[config.mk]
export PLATFORM = sky130hd
export DESIGN_NAME = aes_key_expander_flat
export DESIGN_NICKNAME = d
export VERILOG_FILES = /design/src/rtl/aes_key_expander_if.sv /design/src/rtl/aes_key_expander.sv /design/src/flat_wrapper.sv
export SDC_FILE = /design/constraint.sdc
export NUM_CORES = 2
export LEC_CHECK = 0
export CAP_MARGIN = 40
export CORE_ASPECT_RATIO = 1.5
export CORE_UTILIZATION = 49
export CTS_CLUSTER_DIAMETER = 60
export DETAILED_ROUTE_END_ITERATION = 8
export DONT_BUFFER_PORTS = 1
export PLACE_DENSITY = 0.71
export REMOVE_ABC_BUFFERS = 1
export SETUP_SLACK_MARGIN = 0.15
export SLEW_MARGIN = 25
export SYNTH_ARGS = -nofsm -noshare
export SYNTH_HDL_FRONTEND = slang
export SYNTH_HIERARCHICAL = 1
export SYNTH_SLANG_ARGS = --single-unit
[constraint.sdc]
create_clock -name clk -period 6.5 [get_ports clk]
set_input_delay 1.3 -clock clk [delete_from_list [all_inputs] [get_ports clk]]
set_output_delay 1.3 -clock clk [all_outputs]
set_load 0.05 [all_outputs]
[src/rtl/aes_key_expander_if.sv]
// Control and round-key output bundle of the AES key expander.
// out_valid/out_ready: a beat moves on any rising edge where both are high; while out_valid is
// high and out_ready is low the producer holds out_rk/out_index/out_last unchanged.
interface aes_key_expander_if;
    logic         start;
    logic [1:0]   nk;
    logic [255:0] key;
    logic         busy;
    logic         done;
    logic         out_valid;
    logic         out_ready;
    logic [127:0] out_rk;
    logic [3:0]   out_index;
    logic         out_last;
    logic [1:0]   state;

    modport master (
        output start, nk, key, out_ready,
        input  busy, done, out_valid, out_rk, out_index, out_last, state
    );
    modport slave (
        input  start, nk, key, out_ready,
        output busy, done, out_valid, out_rk, out_index, out_last, state
    );
endinterface

[src/rtl/aes_key_expander.sv]
// FIPS-197 key expansion for AES-128/192/256, one 32-bit word per cycle,
// round keys delivered as 128-bit beats over a valid/ready port.
module aes_sbox (
    input  logic [7:0] a,
    output logic [7:0] y
);
    // Byte 0 of the table sits in the top bits, so byte a starts at bit 8*(255-a) = {~a,000}.
    localparam logic [2047:0] SBOX = {
        128'h637c777bf26b6fc53001672bfed7ab76,
        128'hca82c97dfa5947f0add4a2af9ca472c0,
        128'hb7fd9326363ff7cc34a5e5f171d83115,
        128'h04c723c31896059a071280e2eb27b275,
        128'h09832c1a1b6e5aa0523bd6b329e32f84,
        128'h53d100ed20fcb15b6acbbe394a4c58cf,
        128'hd0efaafb434d338545f9027f503c9fa8,
        128'h51a3408f929d38f5bcb6da2110fff3d2,
        128'hcd0c13ec5f974417c4a77e3d645d1973,
        128'h60814fdc222a908846eeb814de5e0bdb,
        128'he0323a0a4906245cc2d3ac629195e479,
        128'he7c8376d8dd54ea96c56f4ea657aae08,
        128'hba78252e1ca6b4c6e8dd741f4bbd8b8a,
        128'h703eb5664803f60e613557b986c11d9e,
        128'he1f8981169d98e949b1e87e9ce5528df,
        128'h8ca1890dbfe6426841992d0fb054bb16
    };
    assign y = SBOX[{~a, 3'b000} +: 8];
endmodule

module aes_key_expander (
    input  logic               clk,
    input  logic               rst_n,
    aes_key_expander_if.slave  bus
);
    typedef enum logic [1:0] {IDLE = 2'd0, EXPAND = 2'd1, DONE = 2'd2} state_t;

    state_t       state;
    logic [255:0] key_q;
    logic [1:0]   nk_q;
    logic [31:0]  hist [8];
    logic [31:0]  stage [3];
    logic [5:0]   i;
    logic [2:0]   kpos;
    logic [7:0]   rcon;

    logic [2:0]   nk_last;
    logic [5:0]   w_total;
    logic [31:0]  w_far;
    logic [31:0]  sub_in;
    logic [31:0]  sub_out;
    logic [31:0]  t;
    logic [31:0]  w_new;
    logic         past_key;
    logic         rot_step;
    logic         sub_step;
    logic         stall;
    logic         produce;
    logic         xfer;

    always_comb begin
        nk_last = 3'd7;
        w_total = 6'd60;
        w_far   = hist[7];
        case (nk_q)
            2'b00: begin nk_last = 3'd3; w_total = 6'd44; w_far = hist[3]; end
            2'b01: begin nk_last = 3'd5; w_total = 6'd52; w_far = hist[5]; end
            default: ;
        endcase
    end

    // kpos tracks i mod Nk so no divider is needed.
    assign past_key = (i > {3'b000, nk_last});
    assign rot_step = past_key && (kpos == 3'd0);
    assign sub_step = past_key && nk_q[1] && (kpos == 3'd4);
    assign sub_in   = rot_step ? {hist[0][23:0], hist[0][31:24]} : hist[0];

    for (genvar b = 0; b < 4; b++) begin : g_sbox
        aes_sbox u_sbox (.a(sub_in[8*b +: 8]), .y(sub_out[8*b +: 8]));
    end

    assign t       = rot_step ? (sub_out ^ {rcon, 24'h000000}) :
                     sub_step ? sub_out : hist[0];
    assign w_new   = past_key ? (w_far ^ t) : key_q[255:224];

    // The word that completes a beat may not overwrite a beat still waiting on out_ready.
    assign xfer    = bus.out_valid && bus.out_ready;
    assign stall   = bus.out_valid && !bus.out_ready && (i[1:0] == 2'b11);
    assign produce = (state == EXPAND) && (i < w_total) && !stall;

    assign bus.state = state;

    always_ff @(posedge clk or negedge rst_n) begin
        if (!rst_n) begin
            state         <= IDLE;
            key_q         <= '0;
            nk_q          <= '0;
            i             <= '0;
            kpos          <= '0;
            rcon          <= 8'h01;
            for (int k = 0; k < 8; k++) hist[k] <= '0;
            for (int k = 0; k < 3; k++) stage[k] <= '0;
            bus.busy      <= 1'b0;
            bus.done      <= 1'b0;
            bus.out_valid <= 1'b0;
            bus.out_rk    <= '0;
            bus.out_index <= '0;
            bus.out_last  <= 1'b0;
        end else begin
            case (state)
                IDLE: begin
                    bus.done <= 1'b0;
                    if (bus.start) begin
                        key_q    <= bus.key;
                        nk_q     <= bus.nk;
                        i        <= '0;
                        kpos     <= '0;
                        rcon     <= 8'h01;
                        bus.busy <= 1'b1;
                        state    <= EXPAND;
                    end
                end
                EXPAND: begin
                    if (xfer) begin
                        bus.out_valid <= 1'b0;
                        if (bus.out_last) begin
                            bus.busy <= 1'b0;
                            bus.done <= 1'b1;
                            state    <= DONE;
                        end
                    end
                    if (produce) begin
                        hist[0] <= w_new;
                        for (int k = 1; k < 8; k++) hist[k] <= hist[k-1];
                        key_q <= key_q << 32;
                        i     <= i + 6'd1;
                        kpos  <= (kpos == nk_last) ? 3'd0 : kpos + 3'd1;
                        if (rot_step) rcon <= {rcon[6:0], 1'b0} ^ (rcon[7] ? 8'h1b : 8'h00);
                        case (i[1:0])
                            2'b00: stage[0] <= w_new;
                            2'b01: stage[1] <= w_new;
                            2'b10: stage[2] <= w_new;
                            default: begin
                                bus.out_rk    <= {stage[0], stage[1], stage[2], w_new};
                                bus.out_index <= i[5:2];
                                bus.out_last  <= (i == w_total - 6'd1);
                                bus.out_valid <= 1'b1;
                            end
                        endcase
                    end
                end
                DONE: begin
                    bus.done <= 1'b0;
                    state    <= IDLE;
                end
                default: state <= IDLE;
            endcase
        end
    end
endmodule

[src/flat_wrapper.sv]
// flat-port wrapper written by rule: the top's interface ports become plain ports
module aes_key_expander_flat 
  (clk, rst_n, bus_start, bus_nk, bus_key, bus_out_ready, bus_busy, bus_done, bus_out_valid, bus_out_rk, bus_out_index, bus_out_last, bus_state);
  aes_key_expander_if bus_i ();
  input  logic clk;
  input  logic rst_n;
  input wire logic [$bits(bus_i.start)-1:0] bus_start;
  input wire logic [$bits(bus_i.nk)-1:0] bus_nk;
  input wire logic [$bits(bus_i.key)-1:0] bus_key;
  input wire logic [$bits(bus_i.out_ready)-1:0] bus_out_ready;
  output wire logic [$bits(bus_i.busy)-1:0] bus_busy;
  output wire logic [$bits(bus_i.done)-1:0] bus_done;
  output wire logic [$bits(bus_i.out_valid)-1:0] bus_out_valid;
  output wire logic [$bits(bus_i.out_rk)-1:0] bus_out_rk;
  output wire logic [$bits(bus_i.out_index)-1:0] bus_out_index;
  output wire logic [$bits(bus_i.out_last)-1:0] bus_out_last;
  output wire logic [$bits(bus_i.state)-1:0] bus_state;
  assign bus_i.start = bus_start;
  assign bus_i.nk = bus_nk;
  assign bus_i.key = bus_key;
  assign bus_i.out_ready = bus_out_ready;
  assign bus_busy = bus_i.busy;
  assign bus_done = bus_i.done;
  assign bus_out_valid = bus_i.out_valid;
  assign bus_out_rk = bus_i.out_rk;
  assign bus_out_index = bus_i.out_index;
  assign bus_out_last = bus_i.out_last;
  assign bus_state = bus_i.state;
  aes_key_expander u_core (.clk(clk), .rst_n(rst_n), .bus(bus_i));
endmodule
==> flow_summary.yaml <==
outcome:
  status: "complete, but fails checks"
  violations: "max-slew violations"
synth:
  async_flop_share: 1.00
  ys.flop_type: "dfrtp_1"
  synth_most_common_cell: "nand2_1"
  synth_commonest_cells: "nand2_1 (927), dfrtp_1 (764), nor2_1 (633)"
  yosysSeqAreaShare: 0.416
  synth.largest_area_cell: "dfrtp_1"
  synth_top_area_share: 0.415
  synth_cell_types: 90
  synth_edf_count: 0
  postSynthAreaPerCell_sq_um: 8.73
  ys_warn_count: 6
  syn_inst: 5270
  synth-seq-cells: 765
  ys_top_cells_by_area: "dfrtp_1 (42%), nand2_1 (7.6%), mux2_2 (6.0%), nor2_1 (5.2%), o22ai_1 (3.7%)"
  synth_area_sq_um: 46000
clock_tree:
  path_clk_slew_ps: 60
  post_cts_buffers: 0
  htreeDepth: 3
  cts_root_buf: "clkbuf_16"
  clk_latency_ps: 710
  clock_sinks: 765
  clockBufferDepth: 3
  cts_tree: "built"
  cts_made_buffers: 77
placed_design:
  port_buffers: 0
  place_congestion: 1.11
  placed_cell_area_sq_um: 47100
  dpl.hpwl_mm: 128
sta:
  tightest_slew_ps: 1590
  hold_viol: 0
  clock.fmax_mhz: 161
  timing.final.crit_share: 0.955
  slew_headroom: -0.0586
  setup_viol: 0
  clock_skew_ps: 42.2
  fin_crit_ps: 6210
  rsz0062_at_grt: "no"
  drv_slew: 74
finish:
  nFillCells: 8566
  fin_area_sq_um: 49900
  layout-drive-gt1-share: 0.145
  area_growth_pct: 8.40
  final_nets: 5418
global_routing:
  grt_usage: 0.385
  gr-total-overflow: 0
  top_usage_layer: "met2"
  antenna_found_initial: 16
  met1_usage: 0.439
  grt_use_met2: 0.624
  use_met3: 0.0947
  grt_pass1_vias: 41196
  grt_start_max_net_pins: 766
  grt_pass1_wl_mm: 273
routing:
  via_per_inst: 6.65
  drt_first_pass_iters: 6
  routedWlPerCell_um: 29.1
  drc: 0
  drt-total-wl_mm: 187
  drtIter0Drc: 5822
  vias: 42594
  antenna_left: 0
floorplanning:
  rows: 137
  fp.dieW_um: 252
  start_util: 0.494
  core_area_sq_um: 93100
  io_pins: 400
  die-area_sq_um: 95200
  die_height_um: 377
worst_setup_path:
  worstPathArrival_ps: 6860
  cp_slowest_cell: "a221oi_2"
  critPathMaxStageDelay_ps: 590
  critPathLaunchType: "flop"
  worstPathBufferInverterCount: 3
  end_kind: "flop"
  cp_cell_sequence: "nor2b_1 -> ha_1 -> nand2_1 -> a311oi_4 -> nor3_2 -> buf_4 -> mux2_2 -> inv_1 -> ha_1 -> nor2_1 -> o21ai_0 -> a221oi_2 -> nor4_1 -> a221oi_1 -> o22ai_1 -> buf_4 -> and3_1 -> o21a_1 -> o31ai_2 -> mux2_2"
  critPathKind: "reg -> reg"
  rrSetupSlack_ps: 290
  cp_top_family: "compound AO/OA/AOI/OAI gates"
  required_ps: 7150
  crit_fanout: 15
flow_run:
  maxCapViolations: 0
hold_path:
  min_path_type: "in -> async"
worst reg2reg max path, delay by kind of cell (launching register included):
kind	cells	cell delay, ps
fa+ha+maj	2	870
mux	2	760
buf+inv	3	800
simple gates	6	1160
compound gates	7	2160
flops	1	410
logic make-up (layout without fill, tap and decap cells):
group | Yosys count | in the layout | share of synthesized area
muxes | 356 | 356 | 0.0894
and+or+nand+nor | 2088 | 2088 | 0.200
xor gates and xnor gates | 22 | 22 | 0.00419
AOI/OAI and AO/OA | 1436 | 1436 | 0.214
other | 0 | 13 | 0
adders and majority gates | 67 | 67 | 0.0182
DFF | 765 | 765 | 0.416
buffers and inverters | 536 | 411 | 0.0586
area by class of cell:
cell class	instances	area [sq um]	area share
flip-flops and latches	765	19100	0.384
diodes	13	32.5	0.000652
well taps	1251	1570	0.0314
inverters	57	214	0.00429
clock inverters	34	586	0.0117
clock buffers	101	2090	0.0418
multi-input cells	3969	24300	0.487
repair buffers	219	1970	0.0395
final timing paths:
check                                 from                endpoint  cells after the start
max                         u_core/nk_q[0]         u_core/stage[2]                     20
min                                  rst_n        u_core/stage[76]                      0
max reg2reg                 u_core/nk_q[0]         u_core/stage[2]                     20
min reg2reg                u_core/hist[60]         u_core/hist[28]                      2
max in group asynchronous            rst_n  u_core/bus.out_rk[126]                      0
min in group clk           u_core/hist[60]         u_core/hist[28]                      2
sequential cells by signal, summed over array words and instances (netlist names):
register and cells:
u_core/bus.out_last 1, u_core/stage 96, u_core/bus.busy 1, u_core/hist 256, u_core/bus.done 1, u_core/bus.out_valid 1
u_core/bus.out_rk 128, u_core/kpos 3, u_core/rcon 8, u_core/nk_q 2, u_core/bus.state 2, u_core/bus.out_index 4
u_core/i 6, u_core/key_q 256
routing by layer:
metal / vias up / share of wire
met4: 10 / 0.086
li1: 18427 / -
met5: - / 0.00050
met3: 823 / 0.096
met2: 2632 / 0.47
met1: 20702 / 0.35
what timing repair did:
action / CTS / global route
endpoints found under the setup margin: 0 / 5
resized for setup: 0 / 2
hold buffers: 0 / 0
endpoints found under the hold margin: 0 / 0
stage by stage:
| stage | utilization | setup WS, ps | cells | TNS, ps | hold WS (ps) |
|---|---|---|---|---|---|
| 2_1_floorplan | - | -12160 | 4791 | -4852630 | 439 |
| 3_3_place_gp | 0.506 | 485 | 6253 | 0 | 445 |
| 3_5_place_dp | 0.506 | 530 | 6259 | 0 | 450 |
| 4_1_cts | 0.535 | 488 | 6394 | 0 | 274 |
| 5_1_grt | 0.536 | 183 | 6404 | 0 | 291 |
| 6_report | 0.536 | 292 | 6409 | 0 | 288 |
layout by cell type, fill, tap and decap left out, types with 72 or more instances in the layout:
master and instances:
a21oi_1 220, a31oi_1 80, buf_4 190, clkbuf_16 77, dfrtp_1 762, mux2_2 242
nand2_1 922, nand2b_1 89, nand3_1 72, nor2_1 632, nor3_1 75, o21ai_0 238
o22ai_1 272
Power is left out: the tool's default activity adds up to more than one toggle a clock period on the data nets, which glitch-free logic cannot reach.
